==> config.mk <==
export PLATFORM = sky130hd
export DESIGN_NAME = mem_port_arbiter
export DESIGN_NICKNAME = d
export VERILOG_FILES = /design/src/rtl/y86_mem_pkg.sv /design/src/rtl/mem_timeout_ctr.sv /design/src/rtl/mem_port_arbiter.sv
export SDC_FILE = /design/constraint.sdc
export NUM_CORES = 1
export LEC_CHECK = 0
export ABC_AREA = 1
export CELL_PAD_IN_SITES_DETAIL_PLACEMENT = 0
export CELL_PAD_IN_SITES_GLOBAL_PLACEMENT = 1
export CORE_ASPECT_RATIO = 0.9
export CORE_MARGIN = 3
export CORE_UTILIZATION = 36
export DETAILED_ROUTE_END_ITERATION = 8
export GPL_TIMING_DRIVEN = 0
export PLACE_DENSITY_LB_ADDON = 0.1
export SYNTH_ARGS = -nofsm -noshare
export SYNTH_HDL_FRONTEND = slang
export SYNTH_SLANG_ARGS = --single-unit
==> constraint.sdc <==
create_clock -name clk -period 2.4 [get_ports clk]
set_clock_uncertainty 0.15 [all_clocks]
set_input_delay 0.24 -clock clk [delete_from_list [all_inputs] [get_ports clk]]
set_output_delay 0.24 -clock clk [all_outputs]
set_load 0.01 [all_outputs]
==> src/rtl/y86_mem_pkg.sv <==
// Shared definitions for the unified-memory port arbiter.
//   arb_state_t : arbiter FSM states
//   stat_t      : pipeline status codes carried alongside fetch/data results
//   INSTR_W     : width of one fetched instruction window (10 bytes)
package y86_mem_pkg;

    localparam int INSTR_W = 80;

    typedef enum logic [2:0] {
        IDLE  = 3'd0,
        F_B0  = 3'd1,
        F_B1  = 3'd2,
        M_ACC = 3'd3,
        DONE  = 3'd4
    } arb_state_t;

    typedef enum logic [2:0] {
        AOK = 3'd1,
        HLT = 3'd2,
        ADR = 3'd3,
        INS = 3'd4
    } stat_t;

endpackage

==> src/rtl/mem_timeout_ctr.sv <==
// Bus timeout counter for the memory port arbiter.
//   clk, reset_n : clock, asynchronous active-low reset
//   i_clr        : synchronous clear (state entry)
//   i_en         : count while a request is outstanding without ack
//   o_expired    : count has reached TIMEOUT-1
module mem_timeout_ctr #(
    parameter int TIMEOUT = 16
) (
    input  logic clk,
    input  logic reset_n,
    input  logic i_clr,
    input  logic i_en,
    output logic o_expired
);

    localparam int CNT_W = (TIMEOUT > 2) ? $clog2(TIMEOUT) : 1;
    localparam logic [CNT_W-1:0] LAST = CNT_W'(TIMEOUT - 1);

    logic [CNT_W-1:0] r_cnt;

    // Saturates at LAST so a stalled enable can never wrap back to 0.
    always_ff @(posedge clk or negedge reset_n) begin
        if (!reset_n) begin
            r_cnt <= '0;
        end else if (i_clr) begin
            r_cnt <= '0;
        end else if (i_en && (r_cnt != LAST)) begin
            r_cnt <= r_cnt + CNT_W'(1);
        end
    end

    assign o_expired = (r_cnt == LAST);

endmodule

==> src/rtl/mem_port_arbiter.sv <==
// Arbitrates the single-ported unified memory between instruction fetch
// (two-beat, any byte alignment) and the memory stage (single beat R/W).
//   clk, reset_n          : clock, asynchronous active-low reset
//   f_req/f_addr          : fetch request, held until f_valid
//   f_valid/f_instr/f_err : fetch result pulse, 10 bytes from f_addr
//   m_req/m_write/m_addr/m_wdata : data access, held until m_valid
//   m_valid/m_rdata/m_err : data result pulse
//   f_stall_req/m_stall_req : combinational stall requests to hazard control
//   mem_req/mem_we/mem_addr/mem_wdata : memory request, stable until mem_ack
//   mem_ack/mem_rdata/mem_err : memory completion
//
// state | meaning
// IDLE  | no transaction; data request beats fetch
// F_B0  | fetch beat 0 (aligned base) outstanding
// F_B1  | fetch beat 1 (base + 8) outstanding
// M_ACC | data access outstanding
// DONE  | result valid pulse; always returns to IDLE
module mem_port_arbiter
    import y86_mem_pkg::*;
#(
    parameter int ADDR_W  = 64,
    parameter int DATA_W  = 64,
    parameter int TIMEOUT = 16
) (
    input  logic               clk,
    input  logic               reset_n,
    input  logic               f_req,
    input  logic [ADDR_W-1:0]  f_addr,
    output logic               f_valid,
    output logic [INSTR_W-1:0] f_instr,
    output logic               f_err,
    input  logic               m_req,
    input  logic               m_write,
    input  logic [ADDR_W-1:0]  m_addr,
    input  logic [DATA_W-1:0]  m_wdata,
    output logic               m_valid,
    output logic [DATA_W-1:0]  m_rdata,
    output logic               m_err,
    output logic               f_stall_req,
    output logic               m_stall_req,
    output logic               mem_req,
    output logic               mem_we,
    output logic [ADDR_W-1:0]  mem_addr,
    output logic [DATA_W-1:0]  mem_wdata,
    input  logic               mem_ack,
    input  logic [DATA_W-1:0]  mem_rdata,
    input  logic               mem_err
);

    arb_state_t r_state;
    arb_state_t w_state_nxt;
    logic       w_done_err;

    logic               r_mem_req;
    logic               r_mem_we;
    logic [ADDR_W-1:0]  r_mem_addr;
    logic [DATA_W-1:0]  r_mem_wdata;
    logic [ADDR_W-1:0]  r_f_addr;
    logic [DATA_W-1:0]  r_beat0;

    logic               r_f_valid;
    logic [INSTR_W-1:0] r_f_instr;
    logic               r_f_err;
    logic               r_m_valid;
    logic [DATA_W-1:0]  r_m_rdata;
    logic               r_m_err;

    logic               w_ack;
    logic               w_expired;
    logic               w_timeout;
    logic               w_wrap;
    logic [5:0]         w_shift;
    logic [INSTR_W-1:0] w_instr;

    // An ack with no request outstanding is ignored.
    assign w_ack     = mem_ack & r_mem_req;
    assign w_timeout = r_mem_req & ~mem_ack & w_expired;

    // Beat 1 would wrap past the top of the address space.
    assign w_wrap  = &r_f_addr[ADDR_W-1:3];
    assign w_shift = {r_f_addr[2:0], 3'b000};
    assign w_instr = INSTR_W'({mem_rdata, r_beat0} >> w_shift);

    mem_timeout_ctr #(
        .TIMEOUT (TIMEOUT)
    ) u_timeout (
        .clk       (clk),
        .reset_n   (reset_n),
        .i_clr     (w_state_nxt != r_state),
        .i_en      (r_mem_req & ~mem_ack),
        .o_expired (w_expired)
    );

    always_ff @(posedge clk or negedge reset_n) begin
        if (!reset_n) begin
            r_state <= IDLE;
        end else begin
            r_state <= w_state_nxt;
        end
    end

    always_comb begin
        w_state_nxt = r_state;
        w_done_err  = 1'b0;
        unique case (r_state)
            IDLE: begin
                // Data access belongs to the older instruction, so it wins.
                if (m_req) begin
                    w_state_nxt = M_ACC;
                end else if (f_req) begin
                    w_state_nxt = F_B0;
                end
            end
            F_B0: begin
                if (w_ack) begin
                    if (mem_err || w_wrap) begin
                        w_state_nxt = DONE;
                        w_done_err  = 1'b1;
                    end else begin
                        w_state_nxt = F_B1;
                    end
                end else if (w_timeout) begin
                    w_state_nxt = DONE;
                    w_done_err  = 1'b1;
                end
            end
            F_B1, M_ACC: begin
                if (w_ack) begin
                    w_state_nxt = DONE;
                    w_done_err  = mem_err;
                end else if (w_timeout) begin
                    w_state_nxt = DONE;
                    w_done_err  = 1'b1;
                end
            end
            DONE:    w_state_nxt = IDLE;
            default: w_state_nxt = IDLE;
        endcase
    end

    // Memory-side request registers.
    always_ff @(posedge clk or negedge reset_n) begin
        if (!reset_n) begin
            r_mem_req   <= 1'b0;
            r_mem_we    <= 1'b0;
            r_mem_addr  <= '0;
            r_mem_wdata <= '0;
            r_f_addr    <= '0;
            r_beat0     <= '0;
        end else if ((r_state == IDLE) && (w_state_nxt == M_ACC)) begin
            r_mem_req   <= 1'b1;
            r_mem_we    <= m_write;
            r_mem_addr  <= m_addr;
            r_mem_wdata <= m_wdata;
        end else if ((r_state == IDLE) && (w_state_nxt == F_B0)) begin
            r_mem_req  <= 1'b1;
            r_mem_we   <= 1'b0;
            r_mem_addr <= {f_addr[ADDR_W-1:3], 3'b000};
            r_f_addr   <= f_addr;
        end else if ((r_state == F_B0) && (w_state_nxt == F_B1)) begin
            r_beat0    <= mem_rdata;
            r_mem_addr <= r_mem_addr + ADDR_W'(8);
        end else if (w_state_nxt == DONE) begin
            r_mem_req <= 1'b0;
            r_mem_we  <= 1'b0;
        end
    end

    // Result registers; valid is high for exactly the DONE cycle.
    always_ff @(posedge clk or negedge reset_n) begin
        if (!reset_n) begin
            r_f_valid <= 1'b0;
            r_f_instr <= '0;
            r_f_err   <= 1'b0;
            r_m_valid <= 1'b0;
            r_m_rdata <= '0;
            r_m_err   <= 1'b0;
        end else begin
            r_f_valid <= 1'b0;
            r_m_valid <= 1'b0;
            if (w_state_nxt == DONE) begin
                if (r_state == M_ACC) begin
                    r_m_valid <= 1'b1;
                    r_m_err   <= w_done_err;
                    r_m_rdata <= (w_done_err || r_mem_we) ? '0 : mem_rdata;
                end else begin
                    r_f_valid <= 1'b1;
                    r_f_err   <= w_done_err;
                    r_f_instr <= w_done_err ? '0 : w_instr;
                end
            end
        end
    end

    assign f_valid     = r_f_valid;
    assign f_instr     = r_f_instr;
    assign f_err       = r_f_err;
    assign m_valid     = r_m_valid;
    assign m_rdata     = r_m_rdata;
    assign m_err       = r_m_err;
    assign mem_req     = r_mem_req;
    assign mem_we      = r_mem_we;
    assign mem_addr    = r_mem_addr;
    assign mem_wdata   = r_mem_wdata;
    assign f_stall_req = f_req & ~r_f_valid;
    assign m_stall_req = m_req & ~r_m_valid;

endmodule

==> results by group, run 1 <==
Outcome
  • Status: finished with violations
  • Failing checks: setup timing

Synthesis
  • Register area share after synthesis: 0.454
  • Yosys cell types: 43
  • Syn avg cell area: between 6 and 7 sq um
  • Post-synth top cells: 1,420 x nand2_1, 413 x dfrtp_1, 307 x o21ai_0
  • Syn_nets: 3,540
  • Post-synth EDFFs: 0
  • Most common cell in the netlist: nand2_1
  • Post-synthesis async set-or-reset flop share: 1.00
  • Synth Cell Area: 22,800 sq um
  • Most common flop cell mapped by yosys: dfrtp_1
  • Area leader, netlist: dfrtp_1
  • #FFs+latches synth: 413
  • Post-Synthesis Cells: approximately 3,300
  • YS warnings: 0
  • Post-synth top area share: 0.454
  • Main area contributors after synthesis: dfrtp_1 45%, nand2_1 23%, o21ai_0 6.7%, nand4_1 4.1%, nor2_1 4.0%

Setup path
  • Arr. time, crit path: 2810 ps
  • Crit Reg-Reg Endpoint: mem_addr[32]$_DFFE_PN0P_
  • Setup CP Type: register to register
  • Crit start category: register
  • Setup crit end: mem_addr[32]$_DFFE_PN0P_
  • CP required: 2760 ps
  • Worst Reg-to-Reg Cells: 10
  • CP endpoint kind: register
  • Worst R2R Start: mem_addr[7]$_DFFE_PN0P_
  • Worst-path fanout max: 5
  • Critical path startpoint: mem_addr[7]$_DFFE_PN0P_
  • R2r setup slk: -50 ps

Placement
  • Cell Area, Placed: about 29,000 sq um
  • RePlAce Congestion: roughly 1.0
  • DPL Wire Length: 93,800 um
  • Port Buffers: 542

Route
  • Total wire length: 118,000 um
  • First drt pass iteration count: 5
  • DR vias: ~25,000
  • Routed WL per cell: 24.5 um
  • DRC: 0
  • Post-route ant nets: 0
  • Vias per cell: approximately 5.3
  • DRT iter0 DRCs: 2,939

GRT
  • Grt total ovfl: 0
  • Pin count of the biggest net entering global routing: 121
  • GRT Overall Usage: 0.343
  • First-pass GRT wire length: roughly 170,000 um
  • Vias in the first global route: 24,100
  • Initial antenna violation count: 6

Timing
  • Setup-failing EPs final: 4
  • Final TNS setup: -87.6 ps
  • Worst Max-Slew Pin Slew: 888 ps
  • Worst hold slack: around 15 ps
  • Tcrit/Tclk final: 1.02
  • Fmax: ~400 MHz
  • Final Slew Violations: 0
  • Final hold vios: 0
  • RSZ-0062 raised after global routing: yes
  • Fin crit period: 2450 ps
  • Slew margin rel.: 0.408
  • Final Worst Setup Slack: -54.4 ps

Floorplan
  • Row count: 86
  • Area of the core: 62,000 sq um
  • Initial Util: 0.368
  • Chip Width: 271 um
  • IO Count: 543
  • Die area: around 66,000 sq um
  • Chip height: roughly 240 um

Clock tree
  • Skew-Pair Late Insertion Delay: 620 ps
  • CTS max path bufs: 3
  • CTS buffer count: 47
  • Clk sinks: 413
  • H-Tree Level Count: 2
  • TritonCTS clock tree: done
  • Worst-path clk slew: 60 ps
  • Root Buffer: clkbuf_16

Pwr
  • Leakage power: 15.8 nW
  • Pwr Density: 1500 nW/um^2
  • Max VDD drop: between 800 and 900 uV

Layout
  • Layout cells sized above 1: 0.0944
  • Design area: 32,300 sq um
  • # fillers: 6,359
  • Area grow syn2layout: 41.6%
  • Nets: 4,204

Min path
  • HP Class: input pin to register
  • Hold depth: 3

Job
  • MaxCap Viol Count: 0
==> stage by stage <==
stage | worst slack, ps | instances | utilization | power [mW]
floorplan | 316 | 3275 | - | 25.9
global placement | -18190 | 4653 | 0.472 | 38.7
detailed placement | -728 | 4656 | 0.473 | 38.7
CTS | -5.10 | 4782 | 0.509 | 46.8
global route | -53.7 | 4811 | 0.520 | 51.2
finish | -54.4 | 4813 | 0.520 | 48.3
==> cells in the final DEF, fill, tap and decap left out, types with 28 or more instances in the layout <==
cell type        netlist  layout
nand3_1              124     123
clkdlybuf4s50_1        0     541
nand2_1             1420    1407
o21ai_1                3      41
clkbuf_16              0      48
inv_1                239     239
o21ai_0              307     239
clkbuf_2               0      47
clkbuf_1              99      55
a21oi_1               37      34
buf_2                 58      32
nand4_1              148     148
nor2_1               240     212
dfrtp_1              413     409
dlygate4sd3_1          0      28
o21ai_2                3      30
xor2_1                44      44
buf_4                  7      48
==> how the worst min path moves through the flow <==
stage                             from                         to  slack, ps
3_3_place_gp   r_f_addr[6]$_DFFE_PN0P_    r_f_addr[6]$_DFFE_PN0P_        300
3_5_place_dp                   reset_n   r_f_addr[25]$_DFFE_PN0P_        210
5_1_grt                    m_wdata[46]  mem_wdata[46]$_DFFE_PN0P_         10
4_1_cts                    m_wdata[50]  mem_wdata[50]$_DFFE_PN0P_       0.07
2_1_floorplan                  reset_n          f_err$_DFFE_PN0P_       -210
6_report                   m_wdata[43]  mem_wdata[43]$_DFFE_PN0P_         10
==> registers in the layout, indices dropped and copies added (netlist names), 3 cells and up <==
register	flops
mem_wdata	64
u_timeout.r_cnt	4
mem_addr	64
r_state	3
r_beat0	64
r_f_addr	64
m_rdata	64
f_instr	80
==> timing repair <==
item | CTS | global route
hold buffers | 28 | 0
hold endpoints to repair | 131 | 0
resized for setup | 130 | 232
setup endpoints to repair | 330 | 372
pin swaps | 6 | 18
buffers inserted | 14 | 26
gates cloned | 0 | 3
==> routing by layer <==
| layer | track usage | share of wire | vias up |
|---|---|---|---|
| li1 | - | - | 11700 |
| met1 | 0.497 | 0.45 | 12300 |
| met2 | 0.503 | 0.42 | 1288 |
| met3 | 0.101 | 0.11 | 145 |
| met4 | 0.0803 | 0.023 | 8 |
| met5 | 0 | 0.00064 | - |
==> cell type report <==
type / count / area, sq um / area share
clock buffers: 68 / 1360 / 0.0420
diodes: 3 / 7.51 / 0.000233
clock inverters: 16 / 183 / 0.00566
flip-flops and latches: 413 / 10300 / 0.321
inverters: 247 / 950 / 0.0294
well taps: 836 / 1050 / 0.0324
repair buffers: 616 / 6190 / 0.192
plain buffers: 196 / 1180 / 0.0366
multi-input cells: 2418 / 11000 / 0.341
==> kinds of logic (layout without fill, tap and decap cells) <==
family,count (synthesis),in the layout,synth area share
AND/OR/NAND/NOR,1968,1968,0.351
multiplexers,6,6,0.00264
XOR/XNOR,47,47,0.0181
adder cells (fa/ha/maj),2,2,0.00110
flip-flops,413,413,0.454
buffers and inverters,444,1143,0.0801
AO/OA/AOI/OAI,395,395,0.0931
other,0,3,0
==> power by group <==
part           switching [mW]  total (mW)  leakage, nW  internal, mW
combinational            17.7        28.1         9.89          10.4
clock                    3.19        7.34        0.752          4.16
sequential               2.62        12.9         5.15          10.3
==> worst max-delay path, stage by stage, from the launching register on <==
cell,delay [ps]
dfrtp_1,440
nand2_1,170
nor2_2,260
nand2_1,230
nor2_1,320
nand2_1,240
xor2_1,180
o21ai_0,170
nand3_1,90
nand2_1,60
inv_1,30
Power figures use the tool's default switching activity.
==> run 2: changes to the inputs <==
--- a/config.mk
+++ b/config.mk
@@ -9,10 +9,10 @@
 export CELL_PAD_IN_SITES_DETAIL_PLACEMENT = 0
 export CELL_PAD_IN_SITES_GLOBAL_PLACEMENT = 1
 export CORE_ASPECT_RATIO = 0.9
-export CORE_MARGIN = 3
 export CORE_UTILIZATION = 36
 export DETAILED_ROUTE_END_ITERATION = 8
 export GPL_TIMING_DRIVEN = 0
+export HOLD_SLACK_MARGIN = 0.15
 export PLACE_DENSITY_LB_ADDON = 0.1
 export SYNTH_ARGS = -nofsm -noshare
 export SYNTH_HDL_FRONTEND = slang
==> run 2 against run 1 <==
Against the previous run: the run still ends with setup timing left; via count up 2.0%; non-clock buffer count up 127; clock power up 7.5%; flip-flop and latch count unchanged; critical endpoint is now f_instr[74]$_DFFE_PN0P_; largest power group unchanged.
==> results by group, run 2 (synthesis results as in run 1) <==
Outcome
  • Status: finished with violations
  • Failing checks: setup timing

GRT
  • Pin count of the biggest net entering global routing: 114
  • GRT Overall Usage: 0.363
  • First-pass GRT wire length: 169,000 um
  • Grt total ovfl: 0
  • Vias in the first global route: 24,900
  • Initial antenna violation count: 10

Timing
  • Final Worst Setup Slack: -17.1 ps
  • Worst hold slack: 84.3 ps
  • Worst Max-Slew Pin Slew: 990 ps
  • RSZ-0062 raised after global routing: yes
  • Final Slew Violations: 0
  • Slew margin rel.: 0.338
  • Final TNS setup: -18.9 ps
  • Tcrit/Tclk final: 1.01
  • Fin crit period: 2420 ps
  • Setup-failing EPs final: 2
  • Fmax: 414 MHz
  • Final hold vios: 0

Setup path
  • Delay-heaviest family, CP: compound AO/OA/AOI/OAI gates
  • Setup CP Type: register to register
  • Critical path buffer and inverter count: 2
  • Critical path startpoint: r_f_addr[0]$_DFFE_PN0P_
  • Most used cell, CP: nand2_1
  • Cells along the critical path: clkbuf_4 > clkbuf_2 > o21ai_0 > o21ai_2 > nand2_1 > o21ai_0 > nor2_1 > nand2_1 > nand2_1
  • Worst-path fanout max: 10
  • CP endpoint kind: register
  • Max stage delay on crit path: 560 ps
  • Worst R2R Start: r_f_addr[0]$_DFFE_PN0P_
  • Arr. time, crit path: roughly 2800 ps
  • Crit start category: register
  • CP required: 2810 ps
  • Slowest-stage cell, CP: o21ai_0

Pwr
  • Max VDD drop: 714 uV
  • Pwr Density: between 1000 and 1500 nW/um^2
  • Total power: 49.3 mW
  • Leakage power: 16.4 nW

Clock tree
  • CTS max path bufs: 3
  • CTS buffer count: 48
  • Worst-path clk slew: approximately 70 ps
  • Skew-Pair Late Insertion Delay: just over 600 ps
  • TritonCTS clock tree: done
  • H-Tree Level Count: 2
  • Clk sinks: just over 400
  • Root Buffer: clkbuf_16

Route
  • Total wire length: 118,000 um
  • DRT iter0 DRCs: 3,010
  • Vias per cell: between 5 and 6
  • Post-route ant nets: 0
  • DR vias: 26,000
  • First drt pass iteration count: 6
  • Routed WL per cell: 23.9 um
  • DRC: 0

Layout
  • Area grow syn2layout: 48.7%
  • Most common cell after layout, fill and taps aside: nand2_1
  • Most frequent cells in the layout: 1,404 x nand2_1, 541 x clkdlybuf4s50_1, 409 x dfrtp_1
  • Max FFs per register: 80
  • Design area: between 30,000 and 40,000 sq um
  • Final core occ: 0.541
  • # fillers: 6,274
  • Nets: between 4,000 and 5,000
  • Layout cells sized above 1: 0.0976

Floorplan
  • Chip Width: 267 um
  • Initial Util: 0.364
  • Row count: 87
  • Chip height: 241 um
  • IO Count: between 500 and 600
  • Area of the core: 62,600 sq um
  • Die area: 64,300 sq um

Placement
  • Cell Area, Placed: 29,400 sq um
  • RePlAce Congestion: 1.03
  • Port Buffers: 542
  • DPL Wire Length: 92,800 um

Min path
  • HP Class: input pin to asynchronous set/reset pin

Job
  • MaxCap Viol Count: 0
run 2: cell count changes in the layout (fill, tap and decap cells not counted), moves of 4 or more:
cell,previous run,this run
dlygate4sd3_1,28,150
o21ai_0,239,217
o21ai_1,41,68
buf_4,48,62
buf_1,15,9
nor2_2,21,17
buf_2,32,21
clkbuf_16,48,52
o21ai_2,30,25
run 2: worst paths after layout:
path,end,slack (ps),depth (start not counted)
max in group asynchronous,r_f_addr[18]$_DFFE_PN0P_,290,3
hold / removal,r_f_addr[16]$_DFFE_PN0P_,80,2
min in group clk,r_f_addr[37]$_DFFE_PN0P_,170,3
hold reg to reg,r_f_addr[25]$_DFFE_PN0P_,320,2
setup / recovery,f_instr[74]$_DFFE_PN0P_,-20,9
setup reg to reg,f_instr[74]$_DFFE_PN0P_,-20,9
run 2: layout make-up:
| type | count | area [sq um] | share of cell area |
|---|---|---|---|
| clock buffer | 63 | 1340 | 0.0395 |
| multi-input combinational | 2419 | 11100 | 0.328 |
| antenna | 4 | 10.0 | 0.000295 |
| sequential | 413 | 10300 | 0.305 |
| inverter | 247 | 950 | 0.0280 |
| buffer | 195 | 1220 | 0.0360 |
| timing repair buffer | 744 | 7530 | 0.222 |
| clock inverter | 26 | 344 | 0.0102 |
| tap | 845 | 1060 | 0.0312 |
run 2: stage by stage:
stage	std cells	setup WS (ps)
4_1_cts	4921	-35.2
3_3_place_gp	4662	-18260
2_1_floorplan	3275	316
5_1_grt	4955	-38.6
6_report	4956	-17.1
3_5_place_dp	4665	-818
run 2: report_power, final:
part	switching [mW]	leakage [nW]	total, mW	internal, mW
registers	2.64	5.15	12.9	10.3
logic	17.9	10.5	28.5	10.6
clock network	3.35	0.812	7.89	4.54
run 2: routing by layer:
| metal | vias to the layer above | GRT usage | share of wire |
|---|---|---|---|
| met5 | - | 0 | 0.00024 |
| met4 | 4 | 0.0960 | 0.027 |
| met1 | 12500 | 0.534 | 0.45 |
| met2 | 1306 | 0.529 | 0.42 |
| met3 | 169 | 0.0845 | 0.10 |
| li1 | 12000 | - | - |
run 2: what timing repair did:
| action | CTS | global route |
|---|---|---|
| buffers inserted | 16 | 28 |
| endpoints found under the hold margin | 288 | 11 |
| gates cloned | 2 | 4 |
| gates resized for setup | 203 | 206 |
| pin swaps | 16 | 28 |
| setup endpoints to repair | 324 | 378 |
| hold buffers | 149 | 1 |
==> run 3: changes to the inputs <==
--- a/config.mk
+++ b/config.mk
@@ -8,7 +8,7 @@
 export ABC_AREA = 1
 export CELL_PAD_IN_SITES_DETAIL_PLACEMENT = 0
 export CELL_PAD_IN_SITES_GLOBAL_PLACEMENT = 1
-export CORE_ASPECT_RATIO = 0.9
+export CORE_ASPECT_RATIO = 2
 export CORE_UTILIZATION = 36
 export DETAILED_ROUTE_END_ITERATION = 8
 export GPL_TIMING_DRIVEN = 0
==> run 3 against run 2 <==
Against the previous run: combinational power rose by 8.1%; setup slack improved by 2.1 ps; critical endpoint is now f_instr[22]$_DFFE_PN0P_; largest cell class unchanged; sequential power barely moved; hold slack improved by 69 ps; critical path type unchanged; global-route usage rose by 5.2 points; critical path depth rose by 3; core utilization rose by 0.16 points; die area barely moved; the run ends with DRC, setup timing left; first-iteration DRC count fell by 43%.
==> results by group, run 3 (synthesis results as in run 1) <==
Outcome
  • Status: finished with violations
  • Failing checks: DRC, setup timing

GRT
  • Gr busiest metal: met2
  • Met3 usage: 0.0934
  • Met2 Resource Use GR: 0.735
  • Vias in the first global route: 26,500
  • First-pass GRT wire length: 187,000 um
  • GR Util met1: 0.377
  • Initial antenna violation count: 13
  • Grt total ovfl: 0
  • Pin count of the biggest net entering global routing: 106
  • GRT Overall Usage: 0.415

Setup path
  • Setup CP Type: register to register
  • Stages on the worst setup path: 12
  • Delay-heaviest family, CP: simple AND/OR/NAND/NOR gates
  • Worst R2R Start: r_f_addr[32]$_DFFE_PN0P_
  • Arr. time, crit path: 2810 ps
  • Cells along the critical path: nand4_1 > nor2_4 > nand2_4 > nor2_4 > nand2_4 > nand2_4 > nand3_4 > a21oi_4 > buf_12 > clkbuf_16 > nand3_1 > nand2_1
  • Critical path startpoint: r_f_addr[32]$_DFFE_PN0P_
  • Critical path buffer and inverter count: 2
  • Worst-path fanout max: 9
  • Slowest-stage cell, CP: dfrtp_1
  • R2r setup slk: -10 ps
  • CP endpoint kind: register
  • Most used cell, CP: nand2_4
  • Worst Reg-to-Reg Cells: 12
  • CP required: 2790 ps
  • Max stage delay on crit path: 370 ps
  • Crit Reg-Reg Endpoint: f_instr[22]$_DFFE_PN0P_
  • Crit start category: register

Timing
  • Setup-failing EPs final: 9
  • Final Worst Setup Slack: -14.9 ps
  • Slew margin rel.: 0.282
  • RSZ-0062 raised after global routing: yes
  • Final Slew Violations: 0
  • Worst Max-Slew Pin Slew: 1080 ps
  • Tcrit/Tclk final: 1.01
  • Final hold vios: 0
  • Fin crit period: 2410 ps
  • Fmax: 414 MHz

Pwr
  • Pint: approximately 26 mW
  • Sequential Power Share: 0.253
  • Sw Share: 0.497
  • Leakage power: 16.5 nW
  • Combinational share of power: 0.603
  • Max VDD drop: 960 uV
  • Pwr Density: 1500 nW/um^2
  • Switching power: between 20 and 30 mW
  • Clock share of power: 0.144

Clock tree
  • Skew-Pair Late Insertion Delay: about 600 ps
  • H-Tree Level Count: 2
  • Clk sinks: 413
  • TritonCTS clock tree: done
  • Root Buffer: clkbuf_16
  • CTS max path bufs: 3
  • Worst-path clk slew: about 70 ps
  • CTS buffer count: between 40 and 50

Floorplan
  • Area of the core: 62,600 sq um
  • IO Count: 543
  • Initial Util: 0.364
  • Chip Width: 180 um
  • Die area: 64,400 sq um
  • Row count: 130
  • Chip height: 358 um

Placement
  • Port Buffers: 542
  • Dpl ws: -1210 ps
  • DPL Wire Length: 106,000 um
  • RePlAce Congestion: between 1 and 1.5
  • Cell Area, Placed: approximately 29,000 sq um

Route
  • DRT iter0 DRCs: 1,717
  • Post-route ant nets: 0
  • Vias per cell: 5.35
  • DRC: 58
  • DR vias: 26,100
  • First drt pass iteration count: 8
  • Total wire length: 134,000 um
  • Routed WL per cell: 27.4 um

Job
  • MaxCap Viol Count: 0

Min path
  • End of the worst hold path: mem_addr[52]$_DFFE_PN0P_
  • Hold depth: 5
  • HP Class: input pin to register
  • Hold_sp: m_addr[52]

Layout
  • Max FFs per register: 80
  • Final core occ: 0.543
  • Most frequent cells in the layout: 1,395 x nand2_1, 541 x clkdlybuf4s50_1, 408 x dfrtp_1
  • Nets: between 4,000 and 5,000
  • Most common cell after layout, fill and taps aside: nand2_1
  • Design area: approximately 34,000 sq um
  • Area grow syn2layout: 49.3%
  • Layout cells sized above 1: 0.109
  • # fillers: 6,248
run 3: how the worst max path moves through the flow:
stage / endpoint / slack [ps]
floorplan: mem_addr[35]$_DFFE_PN0P_ / 320
detailed placement: f_instr[60]$_DFFE_PN0P_ / -1210
finish: f_instr[22]$_DFFE_PN0P_ / -10
global placement: mem_wdata[26]$_DFFE_PN0P_ / -18000
CTS: f_instr[19]$_DFFE_PN0P_ / -6
global route: f_instr[23]$_DFFE_PN0P_ / -70
run 3: final cells by class:
cell class,count,area [sq um],share of cell area
diodes,9,22.5,0.000662
plain buffers,196,1340,0.0394
clock buffers,56,1170,0.0345
clock inverters,18,309,0.00909
inverters,247,947,0.0278
multi-input cells,2418,11400,0.335
flip-flops and latches,413,10300,0.304
well taps,792,991,0.0291
repair buffers,732,7490,0.220
run 3: worst reg2reg max path: stages, from the launching register on:
cell,delay (ps)
dfrtp_1,370
nand4_1,160
nor2_4,190
nand2_4,130
nor2_4,170
nand2_4,90
nand2_4,80
nand3_4,120
a21oi_4,300
buf_12,240
clkbuf_16,230
nand3_1,70
nand2_1,60
run 3: power groups by stage:
stage / combinational, mW / sequential [mW] / clock, mW
floorplan: 12.8 / 13.1 / 0
global placement: 27.1 / 12.9 / 0
detailed placement: 27.2 / 12.9 / 0
CTS: 28.9 / 12.8 / 7.40
global route: 32.6 / 13.2 / 7.62
finish: 30.8 / 12.9 / 7.34
run 3: through the flow:
stage                     total power [mW]  std cells  hold slack [ps]  TNS (ps)
after global routing                  53.4       4875              164     -2280
after CTS                             49.1       4856              151     -12.0
final                                 51.0       4881              154     -55.9
after floorplan                       25.9       3275             -206         0
after global placement                39.9       4609              303  -7608380
after detailed placement              40.0       4613             9.82   -221800
run 3: layer usage:
metal / wire length (um) / share of wire
met1: 41400 / 0.31
met4: 17100 / 0.13
met5: 38 / 0.00028
met3: 7920 / 0.059
met2: 67300 / 0.50
run 3: repair_timing:
item | in CTS | in global routing
endpoints found under the setup margin | 403 | 358
pin swaps | 16 | 29
resized for setup | 298 | 219
hold endpoints to repair | 363 | 0
buffers inserted | 21 | 11
cloned | 0 | 5
hold buffers | 149 | 0
